<file path="config.mk">
export PLATFORM = sky130hd
export DESIGN_NAME = load_store_unit
export DESIGN_NICKNAME = d
export VERILOG_FILES = /design/src/rtl/lsu_pkg.sv /design/src/rtl/lsu_align.sv /design/src/rtl/load_store_unit.sv
export SDC_FILE = /design/constraint.sdc
export NUM_CORES = 1
export LEC_CHECK = 0
export CORE_UTILIZATION = 45
export CTS_CLUSTER_DIAMETER = 100
export CTS_CLUSTER_SIZE = 25
export DETAILED_ROUTE_END_ITERATION = 8
export GPL_TIMING_DRIVEN = 0
export HOLD_SLACK_MARGIN = 0.08
export PLACE_DENSITY_LB_ADDON = 0.1
export SKIP_LAST_GASP = 1
export SLEW_MARGIN = 20
export SYNTH_ARGS = -nofsm -noshare
export SYNTH_HDL_FRONTEND = slang
export SYNTH_SLANG_ARGS = --single-unit
</file>
<file path="constraint.sdc">
create_clock -name clk -period 3 [get_ports clk]
set_input_delay 0.75 -clock clk [delete_from_list [all_inputs] [get_ports clk]]
set_output_delay 0.75 -clock clk [all_outputs]
set_load 0.03 [all_outputs]
</file>
<file path="src/rtl/lsu_pkg.sv">
// Shared types and decode helpers for the memory-stage load/store unit.
package lsu_pkg;

  typedef enum logic [2:0] {
    LD_LB  = 3'b000,
    LD_LH  = 3'b001,
    LD_LW  = 3'b010,
    LD_LD  = 3'b011,
    LD_LBU = 3'b100,
    LD_LHU = 3'b101,
    LD_LWU = 3'b110
  } load_funct3_e;

  typedef enum logic [2:0] {
    ST_SB = 3'b000,
    ST_SH = 3'b001,
    ST_SW = 3'b010,
    ST_SD = 3'b011
  } store_funct3_e;

  typedef enum logic {
    LSU_IDLE = 1'b0,
    LSU_BUSY = 1'b1
  } lsu_state_t;

  // log2 of the access size in bytes; funct3[2] only selects zero-extension
  function automatic logic [1:0] access_size(input logic [2:0] funct3);
    return funct3[1:0];
  endfunction

  function automatic logic funct3_legal(input logic       is_load,
                                        input logic [2:0] funct3,
                                        input logic       is_rv64);
    logic legal;
    legal = 1'b0;
    if (is_load) begin
      case (funct3)
        LD_LB, LD_LH, LD_LW, LD_LBU, LD_LHU: legal = 1'b1;
        LD_LD, LD_LWU:                       legal = is_rv64;
        default:                             legal = 1'b0;
      endcase
    end else begin
      case (funct3)
        ST_SB, ST_SH, ST_SW: legal = 1'b1;
        ST_SD:               legal = is_rv64;
        default:             legal = 1'b0;
      endcase
    end
    return legal;
  endfunction

endpackage

</file>
<file path="src/rtl/lsu_align.sv">
// Byte-lane alignment: byte enables, store lane shift, load extraction and extension.
module lsu_align
  import lsu_pkg::*;
#(
  parameter int XLEN = 32,
  localparam int NB = XLEN / 8,
  localparam int OFF_W = $clog2(NB)
) (
  input  logic [2:0]       funct3,
  input  logic [OFF_W-1:0] offset,
  input  logic [XLEN-1:0]  st_data,
  input  logic [XLEN-1:0]  rd_data,
  output logic [NB-1:0]    mbe,
  output logic [XLEN-1:0]  st_lanes,
  output logic [XLEN-1:0]  ld_result
);

  logic [1:0]              size;
  logic [NB-1:0]           base_mask;
  logic [$clog2(XLEN)-1:0] bit_off;
  logic [XLEN-1:0]         ld_shifted;

  assign size    = access_size(funct3);
  assign bit_off = {offset, 3'b000};

  always_comb begin
    base_mask = '0;
    for (int i = 0; i < NB; i++) begin
      base_mask[i] = (i < (1 << size));
    end
  end

  assign mbe        = base_mask << offset;
  assign st_lanes   = st_data << bit_off;
  assign ld_shifted = rd_data >> bit_off;

  always_comb begin
    ld_result = ld_shifted;
    case (funct3)
      LD_LB:   ld_result = XLEN'($signed(ld_shifted[7:0]));
      LD_LH:   ld_result = XLEN'($signed(ld_shifted[15:0]));
      LD_LW:   ld_result = XLEN'($signed(ld_shifted[31:0]));
      LD_LBU:  ld_result = XLEN'(ld_shifted[7:0]);
      LD_LHU:  ld_result = XLEN'(ld_shifted[15:0]);
      LD_LWU:  ld_result = XLEN'(ld_shifted[31:0]);
      default: ld_result = ld_shifted;
    endcase
  end

endmodule

</file>
<file path="src/rtl/load_store_unit.sv">
// Memory-stage load/store unit: accepts one request from EX/MEM, runs the
// data-memory handshake while stalling the pipe, and registers the load result.
//
//   state | meaning
//   IDLE  | no transaction; a legal aligned request is latched here
//   BUSY  | strobes held from the latched request until data_resp
module load_store_unit
  import lsu_pkg::*;
#(
  parameter int XLEN   = 32,
  parameter int ADDR_W = 32
) (
  input  logic                clk,
  input  logic                rst,
  input  logic                req_valid,
  input  logic                req_load,
  input  logic [2:0]          req_funct3,
  input  logic [ADDR_W-1:0]   req_addr,
  input  logic [XLEN-1:0]     req_wdata,
  input  logic [4:0]          req_rd,
  input  logic                flush,
  output logic                stall,
  output logic                data_read,
  output logic                data_write,
  output logic [XLEN/8-1:0]   data_mbe,
  output logic [ADDR_W-1:0]   data_addr,
  output logic [XLEN-1:0]     data_wdata,
  input  logic                data_resp,
  input  logic [XLEN-1:0]     data_rdata,
  output logic                wb_valid,
  output logic [4:0]          wb_rd,
  output logic [XLEN-1:0]     wb_data,
  output logic                misalign
);

  localparam int   NB      = XLEN / 8;
  localparam int   OFF_W   = $clog2(NB);
  localparam logic IS_RV64 = (XLEN == 64);

  lsu_state_t        state_q, state_d;
  logic              load_q, load_d;
  logic              kill_q, kill_d;
  logic [2:0]        funct3_q, funct3_d;
  logic [ADDR_W-1:0] addr_q, addr_d;
  logic [XLEN-1:0]   wdata_q, wdata_d;
  logic [4:0]        rd_q, rd_d;
  logic              wb_valid_q, wb_valid_d;
  logic [4:0]        wb_rd_q, wb_rd_d;
  logic [XLEN-1:0]   wb_data_q, wb_data_d;
  logic              misalign_q, misalign_d;

  logic              req_legal;
  logic              req_aligned;
  logic [2:0]        size_mask;
  logic              stall_c;
  logic              busy;
  logic [NB-1:0]     mbe_c;
  logic [XLEN-1:0]   st_lanes_c;
  logic [XLEN-1:0]   ld_result_c;

  assign req_legal   = funct3_legal(req_load, req_funct3, IS_RV64);
  assign size_mask   = 3'((4'd1 << access_size(req_funct3)) - 4'd1);
  assign req_aligned = ((req_addr[2:0] & size_mask) == 3'b000);

  lsu_align #(.XLEN(XLEN)) u_align (
    .funct3    (funct3_q),
    .offset    (addr_q[OFF_W-1:0]),
    .st_data   (wdata_q),
    .rd_data   (data_rdata),
    .mbe       (mbe_c),
    .st_lanes  (st_lanes_c),
    .ld_result (ld_result_c)
  );

  always_comb begin
    state_d    = state_q;
    load_d     = load_q;
    kill_d     = kill_q;
    funct3_d   = funct3_q;
    addr_d     = addr_q;
    wdata_d    = wdata_q;
    rd_d       = rd_q;
    wb_valid_d = 1'b0;
    wb_rd_d    = wb_rd_q;
    wb_data_d  = wb_data_q;
    misalign_d = 1'b0;
    stall_c    = 1'b0;
    case (state_q)
      LSU_IDLE: begin
        if (req_valid && !flush) begin
          if (req_legal && req_aligned) begin
            state_d  = LSU_BUSY;
            load_d   = req_load;
            kill_d   = 1'b0;
            funct3_d = req_funct3;
            addr_d   = req_addr;
            wdata_d  = req_wdata;
            rd_d     = req_rd;
            stall_c  = 1'b1;
          end else begin
            misalign_d = 1'b1;
          end
        end
      end
      LSU_BUSY: begin
        // a flushed transaction still finishes on the bus; only writeback is dropped
        if (flush) kill_d = 1'b1;
        if (data_resp) begin
          state_d = LSU_IDLE;
          if (load_q && !kill_q && !flush) begin
            wb_valid_d = 1'b1;
            wb_rd_d    = rd_q;
            wb_data_d  = ld_result_c;
          end
        end else begin
          stall_c = 1'b1;
        end
      end
      default: state_d = LSU_IDLE;
    endcase
  end

  always_ff @(posedge clk or negedge rst) begin
    if (!rst) begin
      state_q    <= LSU_IDLE;
      load_q     <= 1'b0;
      kill_q     <= 1'b0;
      funct3_q   <= '0;
      addr_q     <= '0;
      wdata_q    <= '0;
      rd_q       <= '0;
      wb_valid_q <= 1'b0;
      wb_rd_q    <= '0;
      wb_data_q  <= '0;
      misalign_q <= 1'b0;
    end else begin
      state_q    <= state_d;
      load_q     <= load_d;
      kill_q     <= kill_d;
      funct3_q   <= funct3_d;
      addr_q     <= addr_d;
      wdata_q    <= wdata_d;
      rd_q       <= rd_d;
      wb_valid_q <= wb_valid_d;
      wb_rd_q    <= wb_rd_d;
      wb_data_q  <= wb_data_d;
      misalign_q <= misalign_d;
    end
  end

  assign busy       = (state_q == LSU_BUSY);
  // gated by reset so the stall path is quiet while the core is held in reset
  assign stall      = stall_c & rst;
  assign data_read  = busy & load_q;
  assign data_write = busy & ~load_q;
  assign data_addr  = busy ? {addr_q[ADDR_W-1:OFF_W], OFF_W'(0)} : '0;
  assign data_mbe   = busy ? mbe_c : '0;
  assign data_wdata = (busy && !load_q) ? st_lanes_c : '0;
  assign wb_valid   = wb_valid_q;
  assign wb_rd      = wb_rd_q;
  assign wb_data    = wb_data_q;
  assign misalign   = misalign_q;

endmodule

</file>
# Yosys cells after proc, flatten, opt, wreduce, memory -nomap -nowiden
# Index checks and enable logic that the tools add are counted.
[word_totals]
reg_bits = 114
input_bits = 110
output_inout_bits = 110
word_cells = 74
[op_classes]
addsub = 1
order_cmp = 4
n_eq_ne = 10
shifts = 5
muxes = 21
bitwise = 6
reduce_logical = 16
[op_table]
columns = ["op", "count"]
rows = [
  ["$pmux W32 S4", 1],
  ["$lt A3 B32 Y1 const A", 2],
  ["$mux W32", 2],
  ["$lt A1 B32 Y1 const A", 1],
  ["$lt A2 B32 Y1 const A", 1],
  ["$shl A1 B2 Y32 const A", 1],
  ["$shl A32 B5 Y32", 1],
  ["$shr A32 B5 Y32", 1],
  ["$mux W1", 15],
  ["$eq A3 B3 Y1 const B", 4],
  ["$logic_not A3 Y1", 3],
  ["$reduce_and A3 Y1", 3],
  ["$eq A3 B1 Y1 const B", 2],
  ["$ne A2 B2 Y1 const B", 3],
  ["$logic_and A1 B1 Y1", 5],
  ["$reduce_or A5 Y1", 1],
  ["$mux W4", 1],
  ["$pmux W1 S2", 2],
  ["$shl A4 B2 Y4", 1],
  ["$and A1 B1 Y1", 3],
  ["$and A3 B3 Y3", 1],
  ["$eq A3 B2 Y1 const B", 1],
  ["$logic_not A1 Y1", 3],
  ["$reduce_or A3 Y1", 1],
  ["3 further kinds", 4],
]

# Longest topological paths before layout
[depth]
ltp_word = 9
ltp_mapped = 8
depth_no_buf = 5

# Hierarchy
# Synthesis repeated with hierarchy kept, for this count alone.
[unflattened]
hier_cells = 524
hier_area_um2 = 6043.3
[modules_own_cells]
columns = ["module", "n_inst", "cells_per_inst", "area_each_um2", "seq_area_each_um2"]
rows = [
  ["load_store_unit", 1, 328, 4773.3, 2852.7],
  ["lsu_align", 1, 196, 1270.0, 0.0],
]

# Worst setup path before layout
# OpenSTA, ideal clock, no wires.
[synth_path]
path_type = "input to output"
from = "input port req_funct3[2]"
to = "output port stall"
t_arrival_ps = 2482
required_time_ps = 2250
setup_slack_ps = -232
stages = 6
path_buffers = 2
cell_sequence = "or4_1 -> o31ai_1 -> nand2_2 -> buf_6 -> buf_6 -> a21boi_0"
[synth_via]
elab_chain_len = 9
word_cells_on_any_way = 15
cone_classes = "eq/ne: 4; mux: 6; bitwise: 1; reduce/logical: 4"
[synth_lines]
columns = ["item", "line_no", "source"]
rows = [
  ["from (decl)", "load_store_unit.sv:17", "input logic [2:0] req_funct3,"],
  ["$eq A3 B1 Y1, or another cell as far along", "lsu_pkg.sv:37, lsu_pkg.sv:43", ""],
  ["$reduce_or A5 Y1 or $reduce_or A3 Y1 (tied branches)", "lsu_pkg.sv:37, lsu_pkg.sv:43", ""],
  ["$mux W1 (on tied branches)", "lsu_pkg.sv:37, lsu_pkg.sv:43", ""],
  ["$mux W1 (*)", "lsu_pkg.sv:36", "if (is_load) begin"],
  ["$logic_and A1 B1 Y1 (*)", "load_store_unit.sv:91", "if (req_legal && req_aligned) begin"],
  ["$mux W1 (*)", "load_store_unit.sv:91", ""],
  ["$mux W1 (*)", "load_store_unit.sv:90", "if (req_valid && !flush) begin"],
  ["$pmux W1 S2 (*)", "load_store_unit.sv:88", "case (state_q)"],
  ["$and A1 B1 Y1 (*)", "load_store_unit.sv:153", "assign stall = stall_c & rst;"],
  ["to (decl)", "load_store_unit.sv:22", "output logic stall,"],
]
# Mark *: on every way between the ends. The rest lies on a longest branch, timed or not.

# Worst setup path after layout
[layout_path]
from = "input port req_addr[1]"
to = "output port stall"
[layout_via]
elab_chain_len = 7
[layout_lines]
columns = ["item", "line_no", "source"]
rows = [
  ["from (decl)", "load_store_unit.sv:18", "input logic [ADDR_W-1:0] req_addr,"],
  ["$and A3 B3 Y3", "load_store_unit.sv:63", "assign req_aligned = ((req_addr[2:0] & size_mask) == 3'b000);"],
  ["$logic_not A3 Y1", "load_store_unit.sv:63", ""],
  ["$logic_and A1 B1 Y1", "load_store_unit.sv:91", ""],
  ["$mux W1", "load_store_unit.sv:91", ""],
  ["$mux W1", "load_store_unit.sv:90", ""],
  ["$pmux W1 S2", "load_store_unit.sv:88", ""],
  ["$and A1 B1 Y1", "load_store_unit.sv:153", ""],
]
# Every way passes these cells.

==> impl_metrics.ini <==
[route]
drt_pass1_iterations = 5
vias_per_cell = 5.32
wl_um = 17200
vias = 4997
drt_iter0_markers = 374
ant_nets = 0
detail_route.wl_per_cell_um = 18.3
drc_errors = 0

[sta]
setup_viol = 0
grt_setup_unrepaired = true
fin_ws_ns = 0.0622
slew_headroom_pct = 54.8
slew_viol_final = 0
fin_skew_ns = 0.00719
post-route-period-util_pct = 97.9
hold_viol = 0
fin_crit_ns = 2.94
tightestPinTransition_ns = 0.674
timing.fmax_mhz = 340

[global_route]
grt_pass1_wl_um = 26500
grt_antenna_before_repair = 0
grt_pass1_vias = 5214
grt_max_degree = 75
grt.total_usage_pct = 26.8
gr-total-overflow = 0

[clock_tree]
cts_buffers = 17
ctsHoldBuffers = 0
clkLatencyLatePin_ns = 0.42
cts_tree = built
cts_root_buf = clkbuf_16
cts_max_path_buffers = 2
htreeDepth = 4
path_clk_slew_ns = 0.05
cts.sink_count = 114

[floorplan]
row_count = 41
coreArea_sq_um = 12600
die_y_um = 116
ios = 220
dieArea_sq_um = 13400
start_util_pct = 46.0
die_width_um = 116

[synthesis]
netlist_area_sq_um = 5810
synth.ff_latch_count = 114
syn_area_per_cell_sq_um = 11.3
yosys.area.top_type = dfrtp_1
synth_ff_type = dfrtp_1
async_reset_ff_share_pct = 100
syn_inst = 515
seq_area_frac_synth_pct = 49.1
synth_enable_flop_cells = 0
synth_area_leaders = dfrtp_1, mux2_4, mux2_2, mux2i_1, and2_1
synth_cell_types = 37
synth_warnings = 0
yosysTopAreaCellShare_pct = 49.1

[critical_path]
reg2reg_from = busy
endpoint_kind = primary output
r2r-end = wb_data[22]
cp_data_required_time_ns = 2.25
cp_max_fo = 5
cp.arrival_ns = 2.19
reg2regPathDepth = 7
criticalPathCategory = in2out
cp-start-kind = primary input
worst-r2r-setup-slack_ns = 0.78

[finish]
final_common_cell = clkdlybuf4s50_1
drive_gt1_share_pct = 24.6
final_cell_mix = clkdlybuf4s50_1, dfrtp_1, mux2_2
fill_cells = 982
finalNetCount = 864
area_growth_pct = 52.6
antenna_cells = 0

[power]
ir_worst_vdd_v = 0.000472
powerDensity_nw_per_um2 = 764
power.leakage_nw = 4.04
power_w = 0.00677

[placement]
place.gp.congestion = 0.884
hpwl_um = 12600
place_worst_setup_slack_ns = -0.921
portBuffers = 217

[run]
cap_violations = 0

[hold_path]
hp-class = in2async

[outcome]
status = finished clean
[layout make-up]
class	instances	area, sq um	area share [%]
buffer	39	263	2.97
timing repair buffer	222	2130	24.0
sequential	114	2850	32.2
clock buffer	19	433	4.89
multi-input combinational	356	2770	31.2
tap	172	215	2.43
clock inverter	13	184	2.08
inverter	4	15.0	0.169
[power by group]
group	internal [W]	leakage (nW)	switching (W)	total, W
Clock	0.00139	0.294	0.000719	0.00211
Combinational	0.00115	2.33	0.00127	0.00242
Sequential	0.00196	1.42	0.000282	0.00225
[synth_stat cells (13+ instances only)]
master and number:
mux2_2 44, mux2_4 37, mux2i_1 34, nor2_1 39
dfrtp_1 114, a21oi_1 23, buf_2 13, and2_1 40
clkbuf_1 16, a211oi_1 24, nand3_1 17, nor2b_1 18
nand2_1 42
[worst max-delay path, cell delays in order]
cell	delay, ns
dlygate4sd2_1	0.26
or4_4	0.55
o31ai_4	0.08
nand2_2	0.11
buf_12	0.15
a21boi_2	0.14
buf_6	0.15
[kinds of logic after synthesis]
group                  Yosys count  synth area share (%)
DFF                            114                  49.1
AOI/OAI and AO/OA               72                  8.66
other                            1                0.0646
and+or+nand+nor                167                  14.1
buffers and inverters           46                  4.03
muxes                          115                  24.0
[state kept, by name, summed over array words and instances, names as in the netlist, 3 cells and up]
name and cells:
wdata_q 32, wb_data 32, rd_q 5, funct3_q 3, addr_q 32, wb_rd 5
[layer usage]
layer / wire length, um / vias to the layer above / global-route usage (%)
met3: 1350 / 45 / 8.79
met5: 0 / - / 0
met4: 561 / 0 / 13.4
li1: - / 2278 / -
met2: 8410 / 221 / 43.7
met1: 6880 / 2453 / 31.8
[how the worst max path moves through the flow]
stage | start | endpoint | slack [ns] | depth (start not counted)
global placement | rst | stall | -3.86 | 3
finish | req_addr[1] | stall | 0.06 | 7
floorplan | req_funct3[2] | stall | 0.004 | 6
CTS | addr_q[1] | data_wdata[3] | -0.05 | 5
detailed placement | req_funct3[2] | stall | -0.92 | 8
global route | busy | data_addr[21] | -0.02 | 4
[stage by stage]
step	utilization, %	setup TNS [ns]	cell area, sq um	hold slack [ns]	cells
final	70.2	0	8860	0.245	939
after global routing	70.2	-0.0593	8860	0.267	939
after CTS	70.6	-0.0501	8900	0.247	938
after detailed placement	65.2	-8.36	8230	0.458	906
after global placement	65.0	-375.83	8200	0.441	905
after floorplan	-	0	5810	0.433	516
[timing repair]
action,in CTS,in global routing
setup endpoints to repair,38,45
pin swaps,5,1
resized for setup,141,46
setup buffers,3,1
(Power assumes the default switching activity.)
